### config.mk
export PLATFORM = sky130hd
export DESIGN_NAME = rr_rsp_router
export DESIGN_NICKNAME = d
export VERILOG_FILES = /design/src/rtl/rr_rsp_router.sv
export SDC_FILE = /design/constraint.sdc
export NUM_CORES = 1
export LEC_CHECK = 0
export ABC_AREA = 0
export ABC_CLOCK_PERIOD_IN_PS = 3050
export BUFFER_PORTS_ARGS = -buffer_cell sky130_fd_sc_hd__clkbuf_2
export CAP_MARGIN = 5
export CORE_ASPECT_RATIO = 0.9
export CORE_UTILIZATION = 39
export CTS_BUF_LIST = sky130_fd_sc_hd__clkbuf_4 sky130_fd_sc_hd__clkbuf_8
export DETAILED_ROUTE_END_ITERATION = 10
export PLACE_DENSITY_LB_ADDON = 0.25
export SETUP_SLACK_MARGIN = 0.05
export SLEW_MARGIN = 25
export SYNTH_ARGS = -nofsm -noshare
export SYNTH_HDL_FRONTEND = slang
export SYNTH_SLANG_ARGS = --single-unit
### constraint.sdc
create_clock -name clk -period 3.05 [get_ports clk]
set_input_delay 0 -clock clk [delete_from_list [all_inputs] [get_ports clk]]
set_output_delay 0 -clock clk [all_outputs]
set_load 0.01 [all_outputs]
### src/rtl/rr_rsp_router.sv
`default_nettype none
// ============================================================================
//  Module   : rr_rsp_router
//  Purpose  : Response router for one slave port. Records, in grant order,
//             which master issued each forwarded request and whether it was
//             a read or a write. Each slave response retires the oldest entry
//             and is steered, one cycle later, to the master that owns it.
//  Revision : 1.0  initial release
// ============================================================================
module rr_rsp_router #(
  parameter int DEPTH = 4
) (
  input  logic        clk,
  input  logic        rst_n,
  input  logic        s_no,
  input  logic        perm0,
  input  logic        perm1,
  input  logic        cmd_to,
  input  logic        s_resp,
  input  logic [31:0] s_rdata,
  output logic        resp0,
  output logic        resp1,
  output logic [31:0] rdata0,
  output logic [31:0] rdata1,
  output logic        full,
  output logic        empty,
  output logic        err
);

  localparam int AW = $clog2(DEPTH);
  localparam int CW = AW + 1;
  localparam logic [CW-1:0] DEPTH_C = CW'(DEPTH);

  // Tracking storage: one {mid, cmd} pair per outstanding request.
  logic [DEPTH-1:0] mid_q;
  logic [DEPTH-1:0] cmd_q;

  logic [AW-1:0] wr_ptr;
  logic [AW-1:0] rd_ptr;
  logic [CW-1:0] count;
  logic [CW-1:0] count_nxt;

  logic grant_one;
  logic grant_both;
  logic push;
  logic pop;
  logic err_set;
  logic head_mid;
  logic head_cmd;

  // The slave number only identifies this instance when debugging.
  logic unused_s_no;
  assign unused_s_no = s_no;

  assign head_mid = mid_q[rd_ptr];
  assign head_cmd = cmd_q[rd_ptr];

  // Decide push/pop for this cycle and flag every protocol violation.
  // A push while full is still legal if the head retires in the same cycle.
  always_comb begin
    grant_one  = perm0 ^ perm1;
    grant_both = perm0 & perm1;
    pop        = s_resp & ~empty;
    push       = grant_one & (~full | pop);
    err_set    = grant_both
               | (grant_one & full & ~pop)
               | (s_resp & empty);
    count_nxt  = count + {{AW{1'b0}}, push} - {{AW{1'b0}}, pop};
  end

  // Queue entries carry no reset: they are only read once written.
  always_ff @(posedge clk) begin
    if (push) begin
      mid_q[wr_ptr] <= perm1;
      cmd_q[wr_ptr] <= cmd_to;
    end
  end

  // Pointers, occupancy and the status flags derived from the next count.
  always_ff @(posedge clk or negedge rst_n) begin
    if (!rst_n) begin
      wr_ptr <= '0;
      rd_ptr <= '0;
      count  <= '0;
      full   <= 1'b0;
      empty  <= 1'b1;
      err    <= 1'b0;
    end else begin
      if (push) wr_ptr <= wr_ptr + AW'(1);
      if (pop)  rd_ptr <= rd_ptr + AW'(1);
      count <= count_nxt;
      full  <= (count_nxt == DEPTH_C);
      empty <= (count_nxt == '0);
      if (err_set) err <= 1'b1;
    end
  end

  // Registered response steering; write completions return zero data and
  // the master that is not addressed keeps its last data word.
  always_ff @(posedge clk or negedge rst_n) begin
    if (!rst_n) begin
      resp0  <= 1'b0;
      resp1  <= 1'b0;
      rdata0 <= '0;
      rdata1 <= '0;
    end else begin
      resp0 <= pop & ~head_mid;
      resp1 <= pop & head_mid;
      if (pop && !head_mid) rdata0 <= head_cmd ? 32'd0 : s_rdata;
      if (pop &&  head_mid) rdata1 <= head_cmd ? 32'd0 : s_rdata;
    end
  end

endmodule
`default_nettype wire
==> impl_metrics.env <==
export IMPL_grt_pass1_vias=2255
export IMPL_ys_seq_area_frac=0.5830
export IMPL_ioPinCount=108
export IMPL_die_y_um=94.11
export IMPL_hold_depth=3
export IMPL_layout_setup_ws_ns=0.5760
export IMPL_synthTopCellsByArea="dfrtp_1 51%, mux2_4 12%, mux2_2 11%"
export IMPL_ctsHoldBuffers=4
export IMPL_clk_pin_slew_worst_paths_ns=0.09
export IMPL_cts_tree="built"
export IMPL_ant_nets=0
export IMPL_crit_arrival_ns=2.75
export IMPL_synth_edf_count=8
export IMPL_synth_area_mm2=0.003676
export IMPL_synth_nets=311
export IMPL_synth_top_area_share=0.5106
export IMPL_drive_gt1_frac=0.5143
export IMPL_die_area_mm2=0.009818
export IMPL_critPathLaunchType="flop"
export IMPL_hold_viol=0
export IMPL_core_mm2=0.009125
export IMPL_grt_use_total=0.1515
export IMPL_fmax_mhz=404.2
export IMPL_io_buffers=106
export IMPL_area_growth_syn_to_layout_pct=25.02
export IMPL_first_pass_iters=3
export IMPL_vias=2298
export IMPL_post_synth_top_count_cell="dfrtp_1"
export IMPL_cts_buffers=9
export IMPL_cp_top_family="adder cells"
export IMPL_critPathMaxStageDelay_ns=0.39
export IMPL_fp_dieW_um=104.3
export IMPL_place_gp_congestion=0.6635
export IMPL_cp_slowest_cell="dfstp_2"
export IMPL_p_leak_nw=2.450
export IMPL_ir_drop_uv=409.8
export IMPL_period_minus_slack_ns=2.474
export IMPL_hp_class="primary input to flop"
export IMPL_grt_pass1_wl_um=11270
export IMPL_worst_setup_path_type="flop to flop"
export IMPL_post_drt_via_cell_ratio=4.533
export IMPL_outcome="finished, final reports clean"
export IMPL_async_flop_share=0.9048
export IMPL_insertedDiodeCount=0
export IMPL_cts_post_setup_buffers_inserted=0
export IMPL_cts_max_level=3
export IMPL_syn_inst=264
export IMPL_wl_per_cell_um=14.04
export IMPL_required_ns=3.32
export IMPL_rows=33
export IMPL_drc=0
export IMPL_cap_violations=0
export IMPL_min_delay_start="s_resp"
export IMPL_yosysTopAreaCell="dfrtp_1"
export IMPL_grt_max_degree=77
export IMPL_setup_violations_final=0
export IMPL_drt_initial_drc_count=65
export IMPL_finalCritPeriodShare=0.8112
export IMPL_clock_sink_count=84
export IMPL_drv_slew=0
export IMPL_rsz0062_at_grt="false"
export IMPL_r2r_end="full"
export IMPL_synth_common_cells="75 x dfrtp_1, 39 x inv_1, 37 x mux2_2"
export IMPL_synth_cell_type_count=27
export IMPL_clk_path_buf_depth=2
export IMPL_routed_wl_um=7117
export IMPL_start_util=0.4029
export IMPL_ys_ff_latch=84
export IMPL_powerDensity_mw_per_mm2=1004
export IMPL_skew_ns=0.01441
export IMPL_clock_root_buffer="clkbuf_8"
export IMPL_crit_top_cell="inv_1"
export IMPL_pre_cts_ws_ns=0.5825
export IMPL_rr_worst_depth=11
export IMPL_ctsResizeCount=0
export IMPL_num_nets_final=427
export IMPL_hpwl_um=4858
export IMPL_end_kind="flop"
export IMPL_grt_antenna_before_repair=0
export IMPL_r2r_start="empty"
export IMPL_clkLatencyLatePin_ns=0.36
export IMPL_tightest_slew_ns=0.7303
export IMPL_nFillCells=829
export IMPL_holdPathEnd="err"
export IMPL_synthFlopType="dfrtp_1"
export IMPL_grt_overflow_total=0
export IMPL_cp_max_fo=6
export IMPL_syn_area_per_cell_um2=13.92
export IMPL_path_buf_inv=3
export IMPL_whs_ns=0.02812
export IMPL_tns_ns=0
export IMPL_relSlewSlack=0.5131
export IMPL_path_cells="or2b_1 > a21boi_1 > inv_1 > ha_1 > inv_1 > ha_1 > inv_1 > fa_1 > xnor2_1 > xnor2_1 > nor3b_1"
export IMPL_rrSetupSlack_ns=0.58
export IMPL_ys_warn_count=0
[worst register-to-register path, delay by kind of cell, from the launching register on]
family	cells	cell delay (ns)
fa+ha+maj	3	0.80
simple gates	2	0.48
flops	1	0.39
xor+xnor	2	0.36
compound gates	1	0.19
buf+inv	3	0.18
[report_power, final]
part	switching [W]	total (W)	internal (W)	leakage [nW]
logic	0.000905	0.00190	0.000995	1.29
registers	0.000242	0.00180	0.00156	1.04
clock network	0.000421	0.000913	0.000492	0.117
[cell families after synthesis]
group | after synthesis | share of synthesized area
fa+ha+maj | 8 | 0.02927
mux | 68 | 0.2430
simple gates | 46 | 0.05718
compound gates | 5 | 0.01055
flops | 84 | 0.5831
buf+inv | 49 | 0.06739
xor+xnor | 4 | 0.009529
[final cells by class]
class	count	area (µm²)	area share
Clock buffer	10	137.6	0.02995
Clock inverter	6	95.09	0.02069
Inverter	39	146.4	0.03185
Multi-Input combinational cell	131	1294	0.2815
Sequential cell	84	2143	0.4664
Tap cell	122	152.6	0.03322
Timing Repair Buffer	115	626.9	0.1364
[flip-flops by register name, summed over array words and instances (netlist names)]
| register | count |
|---|---|
| err | 1 |
| mid_q | 4 |
| rdata0 | 32 |
| cmd_q | 4 |
| wr_ptr | 2 |
| rd_ptr | 2 |
| full | 1 |
| resp1 | 1 |
| rdata1 | 32 |
| empty | 1 |
| count | 3 |
| resp0 | 1 |
[routing by layer]
| metal | global-route usage | part of all wire | up-vias |
|---|---|---|---|
| met5 | 0 | 0 | - |
| met4 | 0.03929 | 0.0077 | 0 |
| met3 | 0.05479 | 0.062 | 4 |
| met2 | 0.2428 | 0.47 | 74 |
| met1 | 0.1943 | 0.46 | 1119 |
| li1 | - | - | 1101 |
[worst max-delay path by stage]
| stage | startpoint | to | slack, ns | cells after the start |
|---|---|---|---|---|
| 2_1_floorplan | empty | full | 0.56 | 11 |
| 3_3_place_gp | empty | full | 0.66 | 11 |
| 3_5_place_dp | empty | full | 0.58 | 11 |
| 4_1_cts | empty | full | 0.54 | 11 |
| 5_1_grt | empty | full | 0.34 | 11 |
| 6_report | empty | full | 0.58 | 11 |
[cell usage in the layout (no fill, tap or decap), drive strengths merged, types with 4 or more instances in the layout]
cell         netlist  final
clkbuf             0    115
dfrtp             75     75
mux2              67     67
inv               39     41
nor2              33     33
edfxtp             8      8
ha                 7      7
buf               10      6
xnor2              4      4
and2               4      4
dlygate4sd3        0      4
[stage by stage]
step,total power [W],cell area [µm²],cells,utilization
floorplan,0.003136,3676,264,-
global placement,0.003696,4319,487,0.4733
detailed placement,0.003761,4319,487,0.4733
CTS,0.004694,4592,507,0.5032
global route,0.004918,4596,507,0.5036
finish,0.004614,4596,507,0.5036
Power figures use the tool's default switching activity.
